===== src/rtl/cbi980_pkg.sv =====
// Shared constants and types for the CBI980 I2S codec engine.
package cbi980_pkg;

  localparam int SAMPLE_BITS = 24;
  localparam int SLOT_BITS   = 32;
  localparam int FRAME_BITS  = 64;
  localparam int RATE_W      = 3;
  localparam int BITCNT_W    = $clog2(FRAME_BITS);
  localparam int SLOT_W      = $clog2(SLOT_BITS);

  typedef enum logic [1:0] {
    RST_HOLD = 2'd0,
    SETTLE   = 2'd1,
    RUN      = 2'd2
  } init_state_t;

endpackage


===== src/rtl/i2s_clkgen.sv =====
// MCLK/SCLK prescaler with frame-aligned rate latch; emits one-cycle SCLK edge strobes.
module i2s_clkgen
  import cbi980_pkg::*;
(
  input  logic              clk,
  input  logic              rst,
  input  logic              run,
  input  logic              frame_wrap,
  input  logic [RATE_W-1:0] mclk_rate,
  input  logic [RATE_W-1:0] sclk_rate,
  output logic              mclk,
  output logic              sclk,
  output logic              sclk_rise,
  output logic              sclk_fall
);

  localparam int MCNT_W = (1 << RATE_W) - 1;
  localparam int SCNT_W = 2 * MCNT_W + 1;

  logic [RATE_W-1:0] mrate, srate;
  logic [MCNT_W-1:0] mcnt, mlim;
  logic [SCNT_W-1:0] scnt, slim;
  logic [4:0]        sexp;
  logic              stick;

  // SCLK half-period in clk cycles = 2^(mclk_rate + sclk_rate + 1)
  always_comb begin
    mlim = MCNT_W'((32'd1 << mrate) - 32'd1);
    sexp = 5'(mrate) + 5'(srate) + 5'd1;
    slim = SCNT_W'((32'd1 << sexp) - 32'd1);
  end

  assign stick     = run && (scnt >= slim);
  assign sclk_rise = stick && !sclk;
  assign sclk_fall = stick && sclk;

  always_ff @(posedge clk) begin
    if (rst) begin
      mrate <= mclk_rate;
      srate <= sclk_rate;
      mcnt  <= '0;
      mclk  <= 1'b0;
      scnt  <= '0;
      sclk  <= 1'b0;
    end else begin
      if (frame_wrap) begin
        mrate <= mclk_rate;
        srate <= sclk_rate;
      end
      // >= so a rate drop at the wrap cannot strand the counter above its limit
      if (mcnt >= mlim) begin
        mcnt <= '0;
        mclk <= ~mclk;
      end else begin
        mcnt <= mcnt + 1'b1;
      end
      if (!run) begin
        scnt <= '0;
        sclk <= 1'b0;
      end else if (stick) begin
        scnt <= '0;
        sclk <= ~sclk;
      end else begin
        scnt <= scnt + 1'b1;
      end
    end
  end

endmodule


===== src/rtl/i2s_codec_engine.sv =====
// I2S engine: codec power-up sequencing, 64-bit frame serialiser/deserialiser, FIFO strobes.
module i2s_codec_engine
  import cbi980_pkg::*;
#(
  parameter int RSTN_CYC = 256,
  parameter int INIT_CYC = 4096
) (
  input  logic                   clk,
  input  logic                   rst,
  input  logic [RATE_W-1:0]      mclk_rate,
  input  logic [RATE_W-1:0]      sclk_rate,
  output logic                   init_done,
  output logic                   codec_rstn,
  output logic                   codec_mclk,
  output logic                   codec_lrclk,
  output logic                   codec_sclk,
  output logic                   codec_sdin,
  input  logic                   codec_sdout,
  output logic [1:0]             aud_din_ack,
  input  logic [SAMPLE_BITS-1:0] aud_din0,
  input  logic [SAMPLE_BITS-1:0] aud_din1,
  output logic [1:0]             aud_dout_vld,
  output logic [SAMPLE_BITS-1:0] aud_dout
);

  localparam int CNT_W = $clog2((RSTN_CYC > INIT_CYC) ? RSTN_CYC : INIT_CYC) + 1;

  init_state_t            state, state_nxt;
  logic [CNT_W-1:0]       cnt, cnt_nxt;
  logic                   run, sclk_rise, sclk_fall, frame_wrap;
  logic [BITCNT_W-1:0]    bitcnt, bitcnt_nxt;
  logic [SLOT_W-1:0]      pos, pos_nxt;
  logic                   tx_slot_bit, rx_slot_bit;
  logic [SAMPLE_BITS-1:0] tx_sh, rx_sh;
  logic                   rx_done;

  always_ff @(posedge clk) begin
    if (rst) begin
      state <= RST_HOLD;
      cnt   <= '0;
    end else begin
      state <= state_nxt;
      cnt   <= cnt_nxt;
    end
  end

  always_comb begin
    state_nxt = state;
    cnt_nxt   = cnt + 1'b1;
    case (state)
      RST_HOLD: if (cnt == CNT_W'(RSTN_CYC - 1)) begin
        state_nxt = SETTLE;
        cnt_nxt   = '0;
      end
      SETTLE: if (cnt == CNT_W'(INIT_CYC - 1)) begin
        state_nxt = RUN;
        cnt_nxt   = '0;
      end
      default: cnt_nxt = '0;
    endcase
  end

  assign run        = (state == RUN);
  assign init_done  = run;
  assign codec_rstn = (state != RST_HOLD);

  i2s_clkgen u_clkgen (
    .clk        (clk),
    .rst        (rst),
    .run        (run),
    .frame_wrap (frame_wrap),
    .mclk_rate  (mclk_rate),
    .sclk_rate  (sclk_rate),
    .mclk       (codec_mclk),
    .sclk       (codec_sclk),
    .sclk_rise  (sclk_rise),
    .sclk_fall  (sclk_fall)
  );

  assign bitcnt_nxt  = bitcnt + BITCNT_W'(1);
  assign pos         = bitcnt[SLOT_W-1:0];
  assign pos_nxt     = bitcnt_nxt[SLOT_W-1:0];
  assign frame_wrap  = sclk_fall && (bitcnt == '1);
  assign tx_slot_bit = (pos_nxt != '0) && (pos_nxt <= SLOT_W'(SAMPLE_BITS));
  assign rx_slot_bit = (pos != '0) && (pos <= SLOT_W'(SAMPLE_BITS));

  always_ff @(posedge clk) begin
    if (rst) begin
      bitcnt       <= '1;
      codec_lrclk  <= 1'b0;
      codec_sdin   <= 1'b0;
      tx_sh        <= '0;
      rx_sh        <= '0;
      rx_done      <= 1'b0;
      aud_dout     <= '0;
      aud_din_ack  <= '0;
      aud_dout_vld <= '0;
    end else begin
      aud_din_ack  <= '0;
      aud_dout_vld <= '0;
      rx_done      <= 1'b0;
      if (sclk_fall) begin
        bitcnt      <= bitcnt_nxt;
        codec_lrclk <= bitcnt_nxt[BITCNT_W-1];
        if (pos_nxt == '0) aud_din_ack[bitcnt_nxt[BITCNT_W-1]] <= 1'b1;
        if (tx_slot_bit) begin
          codec_sdin <= tx_sh[SAMPLE_BITS-1];
          tx_sh      <= {tx_sh[SAMPLE_BITS-2:0], 1'b0};
        end else begin
          codec_sdin <= 1'b0;
        end
      end
      // ack is high for the cycle after the p=0 fall; sample lands on the edge ending it
      if (aud_din_ack[0])      tx_sh <= aud_din0;
      else if (aud_din_ack[1]) tx_sh <= aud_din1;
      if (sclk_rise && rx_slot_bit) begin
        rx_sh   <= {rx_sh[SAMPLE_BITS-2:0], codec_sdout};
        rx_done <= (pos == SLOT_W'(SAMPLE_BITS));
      end
      if (rx_done) begin
        aud_dout                           <= rx_sh;
        aud_dout_vld[bitcnt[BITCNT_W-1]] <= 1'b1;
      end
    end
  end

endmodule


===== config.mk =====
export PLATFORM = sky130hd
export DESIGN_NAME = i2s_codec_engine
export DESIGN_NICKNAME = d
export VERILOG_FILES = /design/src/rtl/cbi980_pkg.sv /design/src/rtl/i2s_clkgen.sv /design/src/rtl/i2s_codec_engine.sv
export SDC_FILE = /design/constraint.sdc
export NUM_CORES = 1
export LEC_CHECK = 0
export CAP_MARGIN = 5
export CORE_ASPECT_RATIO = 1.4
export CORE_MARGIN = 5
export CORE_UTILIZATION = 55
export CTS_CLUSTER_SIZE = 8
export DETAILED_ROUTE_END_ITERATION = 8
export PLACE_DENSITY = 0.8
export SETUP_SLACK_MARGIN = 0.4
export SKIP_CTS_REPAIR_TIMING = 1
export SLEW_MARGIN = 20
export SYNTH_ARGS = -nofsm -noshare
export SYNTH_HDL_FRONTEND = slang
export SYNTH_SLANG_ARGS = --single-unit

===== constraint.sdc =====
create_clock -name clk -period 11.4 [get_ports clk]
set_clock_uncertainty 0.05 [all_clocks]
set_input_delay 1.71 -clock clk [delete_from_list [all_inputs] [get_ports clk]]
set_output_delay 1.71 -clock clk [all_outputs]
set_load 0.01 [all_outputs]

# Yosys cells after proc, flatten, opt, wreduce, memory -nomap -nowiden
# Cells that the tools add are included.
[classes]
mux = 19
n_shift = 2
bitwise = 7
reduce_logical = 27
magnitude_cmp = 8
addsub = 8
n_eq_ne = 8
[op_table]
columns = ["op", "count"]
rows = [
  ["2-to-1 mux 24 bit", 4],
  ["2-to-1 mux 13 bit", 2],
  ["case mux 13 bit (2 select lines)", 1],
  ["adder 15 x 1 -> 15 bit (second input constant)", 1],
  ["greater-or-equal comparator 15 bit", 1],
  ["left shift 1 x 5 -> 15 bit (first input constant)", 1],
  ["subtractor 15 x 1 -> 15 bit (second input constant)", 1],
  ["adder 13 x 1 -> 13 bit (second input constant)", 1],
  ["== test 13 x 12 -> 1 bit (second input constant)", 1],
  ["== test 13 x 8 -> 1 bit (second input constant)", 1],
  ["2-to-1 mux 3 bit", 4],
  ["<= comparator 5 bit (second input constant)", 2],
  ["nonzero test 5 bit", 2],
  ["logical AND 1 bit", 9],
  ["OR reduction 2 bit", 4],
  ["adder 7 x 1 -> 7 bit (second input constant)", 1],
  ["greater-or-equal comparator 7 bit", 1],
  ["NOT 1 bit", 7],
  ["left shift 1 x 3 -> 7 bit (first input constant)", 1],
  ["subtractor 7 x 1 -> 7 bit (second input constant)", 1],
  ["adder 6 x 1 -> 6 bit (second input constant)", 1],
  ["== test 6 bit (second input constant)", 1],
  ["nonzero test 2 bit", 3],
  ["nonzero test 3 bit", 2],
  ["18 further kinds", 26],
]
[totals]
input_bits = 57
register_bits = 130
out_inout_bits = 34
elab_cells = 96

# Depth between registers and ports, before layout
[depth]
word_depth = 10
ltp_mapped = 21
mapped_depth_nobuf = 18

# Cells and area by module
# A second synthesis with hierarchy kept.
[unflattened]
hier_cells = 786
area_unflattened_um2 = 7121.8
[modules_own_cells]
columns = ["module", "cells_per_inst", "instances", "area_per_inst_um2"]
rows = [
  ["i2s_codec_engine", 489, 1, 4644.5],
  ["i2s_clkgen", 297, 1, 2477.4],
]

# Least setup slack after synthesis
# No wires, ideal clock.
[synth_timing]
kind = "register -> register"
start = "register u_clkgen.mrate[0]"
end = "register u_clkgen.mrate[0], enable pin"
setup_time_ns = 0.306
stages_incl_launch_ff = 20
slack_ns = 6.501
period_less_slack_ns = 4.899
t_arrival_ns = 4.543
cell_sequence = "edfxtp_1 ha_1 fa_1 nand2_1 inv_1 ha_1 nor3_1 nand2_1 ha_1 clkbuf_1 nor4b_1 a21oi_1 ha_1 nand2_1 o21ai_1 a21oi_2 o31a_1 buf_2 nor3_1 a31o_2"
[synth_between]
elab_chain_cells = 9
[synth_lines]
columns = ["item", "line", "rtl"]
rows = [
  ["start: declaration", "i2s_clkgen.sv:20", "logic [RATE_W-1:0] mrate, srate;"],
  ["start signal: assignment", "i2s_clkgen.sv:39", "mrate <= mclk_rate;"],
  ["start signal: assignment", "i2s_clkgen.sv:47", "mrate <= mclk_rate;"],
  ["adder 3 x 3 -> 4 bit", "i2s_clkgen.sv:29", "sexp = 5'(mrate) + 5'(srate) + 5'd1;"],
  ["adder 5 x 1 -> 5 bit", "i2s_clkgen.sv:29", ""],
  ["left shift 1 x 5 -> 15 bit", "i2s_clkgen.sv:30", "slim = SCNT_W'((32'd1 << sexp) - 32'd1);"],
  ["subtractor 15 x 1 -> 15 bit", "i2s_clkgen.sv:30", ""],
  ["greater-or-equal comparator 15 bit", "i2s_clkgen.sv:33", "assign stick = run && (scnt >= slim);"],
  ["logical AND 1 bit", "i2s_clkgen.sv:33", ""],
  ["logical AND 1 bit", "i2s_clkgen.sv:35", "assign sclk_fall = stick && sclk;"],
  ["logical AND 1 bit", "i2s_codec_engine.sv:83", "assign frame_wrap = sclk_fall && (bitcnt == '1);"],
  ["nonzero test 2 bit (no line)", "--", ""],
]
# No other way between the ends.
# A chain may end at the register's enable or synchronous reset.

# Final worst setup path
[layout_timing]
start = "register u_clkgen.mrate[0]"
end = "register u_clkgen.scnt[2]"
[layout_between]
elab_chain_cells = 7
[layout_lines]
columns = ["item", "line", "rtl"]
rows = [
  ["adder 3 x 3 -> 4 bit", "i2s_clkgen.sv:29", ""],
  ["adder 5 x 1 -> 5 bit", "i2s_clkgen.sv:29", ""],
  ["left shift 1 x 5 -> 15 bit", "i2s_clkgen.sv:30", ""],
  ["subtractor 15 x 1 -> 15 bit", "i2s_clkgen.sv:30", ""],
  ["greater-or-equal comparator 15 bit", "i2s_clkgen.sv:33", ""],
  ["logical AND 1 bit", "i2s_clkgen.sv:33", ""],
  ["OR reduction 3 bit (no line)", "--", ""],
  ["end signal: assignment", "i2s_clkgen.sv:64", "scnt <= scnt + 1'b1;"],
  ["end: declaration", "i2s_clkgen.sv:22", "logic [SCNT_W-1:0] scnt, slim;"],
]
# No other way between the ends.

==> qor.txt <==
setup_tns - 0 ns
Die ar. - 0.01486 mm^2
Max IR drop VDD - 116.4 uV
static power due to leakage - 3.183 nW
commonest non-fill, non-tap cell in the layout - nand2_1
CP arrival - 6.16 ns
fin. max-slew vios - 0
Synth Flop Type - dfxtp_1
Clk pwr share - 44.6%
library cells used by synthesis - 64
CTS root buffer - clkbuf_16
maximum number of pins on one net before global-route repair - 59
worst-path maximum fanout - 15
Pre-Repair DR Iteration Count - 5
Tmin final - 5.858 ns
Initial Util - 55.82%
share of flip-flops with an asynchronous set or reset - 0%
Most Frequent Cell on Critical Path - ha_1
H-tree depth - 4
Die H - 142.3 um
critical hold path startpoint - cnt[0]
DRC - 0
Post-synth EDFFs - 6
Slew HR - 58.06%
first-pass GRT wire length - 26.46 mm
sequential share of power - 38.8%
Setup CP Type - flop to flop
Yosys top cell area share - 36.12%
Core Box Area - 0.01231 mm^2
Total GRT Usage - 21.56%
power density cells - 143.6 mW/mm^2
Synth Area per Inst - 8.678 um^2
row count - 48
RSZ-0062 raised after global routing - no
worst slew pin tran - 0.6292 ns
internal cell power - 856.3 uW
Final ANT Viol Nets - 0
syn nets - 885
family with the most delay on the worst path - adder cells
Final Hold Vio Count - 0
Area Overhead vs Synth - 21.92%
post-DR wirelength/cell - 15.68 um
Final GP Congestion - 0.8626
TritonCTS clock tree - built
grt ovf - 0
fill count - 941
Clock Latency Late Sink - 0.42 ns
vias in the first global route - 5769
1st-iter DRT viols - 264
DRT Wirelength - 16.06 mm
critical path's slowest cell - fa_1
IO Port Bufs - 90
Sw Ratio - 28.82%
Mapped Cells - 792
post-synthesis sequential area ratio - 38.74%
Reg area - 0.002663 mm^2
Sw Pwr - 346.8 uW
worst min path class - flop to flop
largest area contributor in the netlist - dfxtp_1
status - finished, final reports clean
IO Pins - 91
startpoint types - flop
final setup fails - 0
FMAX - 0.1707 GHz
Yosys reg bits - 130
pre-CTS setup slack - 5.616 ns
CP peak stage delay - 0.82 ns
Final Net Count - 954
Worst Path Buf+Inv - 2
DP Wirelength - 11.39 mm
clock slew at reported path FFs - 0.07 ns
fin worst setup slack - 5.542 ns
vias per cell - 5.687
Worst Path Required - 11.70 ns
Final Cycle Share - 51.39%
Multi-input gate area - 0.003928 mm^2
antenna diode count - 0
Sink Count - 130
Reg-to-Reg Start - u_clkgen.mrate[0]
Setup crit start - u_clkgen.mrate[0]
logic gate share of total power - 16.6%
commonest non-fill, non-tap cells in the layout - 139 x nand2_1, 124 x dfxtp_1, 95 x mux2i_1
Crit. End Element - flop
Synth Cell Area - 0.006873 mm^2
ranking of synthesized cells by area - dfxtp_1 36%, mux2i_1 14%, nand2_1 7.6%
Chip Width - 104.5 um
total power - 1.203 mW
routed via count - 5823
CP cell instances - ha_1 -> fa_1 -> nand2_1 -> inv_1 -> ha_1 -> or3_1 -> a22oi_1 -> o32ai_2 -> a2111oi_0 -> a211oi_1 -> ha_1 -> nand4_1 -> inv_2 -> a21oi_2 -> o31a_1 -> nand2_1 -> nor2_1
Bufs on Longest Clock Path - 2
Ys Warns - 0
Max-Cap Viols - 0
CTS buffer count - 17
share of post-route cells with drive strength above 1 - 6.522%
initial antenna violation count - 0
[path summary, 6_finish.rpt]
check             depth (start not counted)  slack, ns                to
setup / recovery                         17       5.54  u_clkgen.scnt[2]
hold / removal                            1       0.41            cnt[0]
setup reg to reg                         17       5.54  u_clkgen.scnt[2]
hold reg to reg                           1       0.41            cnt[0]
[worst register-to-register path, cell delays in order (launching register included)]
cell and delay, ns:
edfxtp_1 0.50, ha_1 0.26, fa_1 0.82, nand2_1 0.22
inv_1 0.17, ha_1 0.39, or3_1 0.46, a22oi_1 0.24
o32ai_2 0.15, a2111oi_0 0.42, a211oi_1 0.10, ha_1 0.31
nand4_1 0.20, inv_2 0.05, a21oi_2 0.19, o31a_1 0.57
nand2_1 0.46, nor2_1 0.22
[per-layer routing]
metal	wire (um)	part of all wire, %	up-vias	GRT usage [%]
met4	584	3.6	0	11.19
met2	8802	55	120	40.83
li1	-	-	2895	-
met5	0	0	-	0
met1	6176	38	2763	22.71
met3	496	3.1	45	3.450
[cells in the mapped netlist (all sizes together) (3+ instances only)]
cell type and count:
nand2 139, dfxtp 124, mux2i 95, nor2 83, o21ai 44, ha 35, clkbuf 34, a21oi 26
nand3 23, xor2 21, xnor2 17, inv 15, buf 14, and3 11, nor3 11, nand4 9
a31oi 7, or3 7, edfxtp 6, nand2b 6, nor2b 6, a2111oi 5, nor4 5, o31ai 5
or4 4, a211oi 3, a21o 3, a22oi 3, a31o 3, nor3b 3, o211ai 3
[state kept, by name (all words and copies together), names as in the netlist, 2 cells and up]
signal / cells
u_clkgen.srate: 3
bitcnt: 6
rx_sh: 24
aud_dout: 24
state: 2
aud_dout_vld: 2
aud_din_ack: 2
u_clkgen.mcnt: 7
u_clkgen.scnt: 15
cnt: 13
tx_sh: 24
u_clkgen.mrate: 3
[logic make-up after synthesis]
| group | count (synthesis) | synth area share (%) |
|---|---|---|
| AO/OA/AOI/OAI | 113 | 10.81 |
| XOR/XNOR | 38 | 4.952 |
| adder cells (fa/ha/maj) | 36 | 6.663 |
| buffers and inverters | 63 | 4.114 |
| flip-flops | 130 | 38.74 |
| multiplexers | 96 | 14.00 |
| AND/OR/NAND/NOR | 316 | 20.72 |
[layout make-up]
class,instances,share of cell area (%)
Timing Repair Buffer,98,11.47
Inverter,15,0.6719
Clock buffer,17,5.077
Sequential cell,130,31.78
Tap cell,150,2.240
Multi-Input combinational cell,599,46.87
Clock inverter,15,1.896
[metrics by stage]
stage	utilization (%)	hold slack, ns	cells	cell area [um^2]
finish	68.06	0.4114	1024	8379
global route	68.06	0.4363	1024	8379
CTS	68.06	0.4162	1024	8379
detailed placement	63.31	0.4029	992	7795
global placement	63.31	0.3890	992	7795
floorplan	-	0.3799	792	6873
[power groups by stage]
stage                     clock, mW  sequential, mW  combinational (mW)
final                         0.537           0.467               0.200
after global routing          0.565           0.467               0.224
after CTS                     0.543           0.467               0.199
after detailed placement          0           0.477               0.199
after global placement            0           0.476               0.193
after floorplan                   0           0.475               0.141
(Power assumes the default switching activity.)
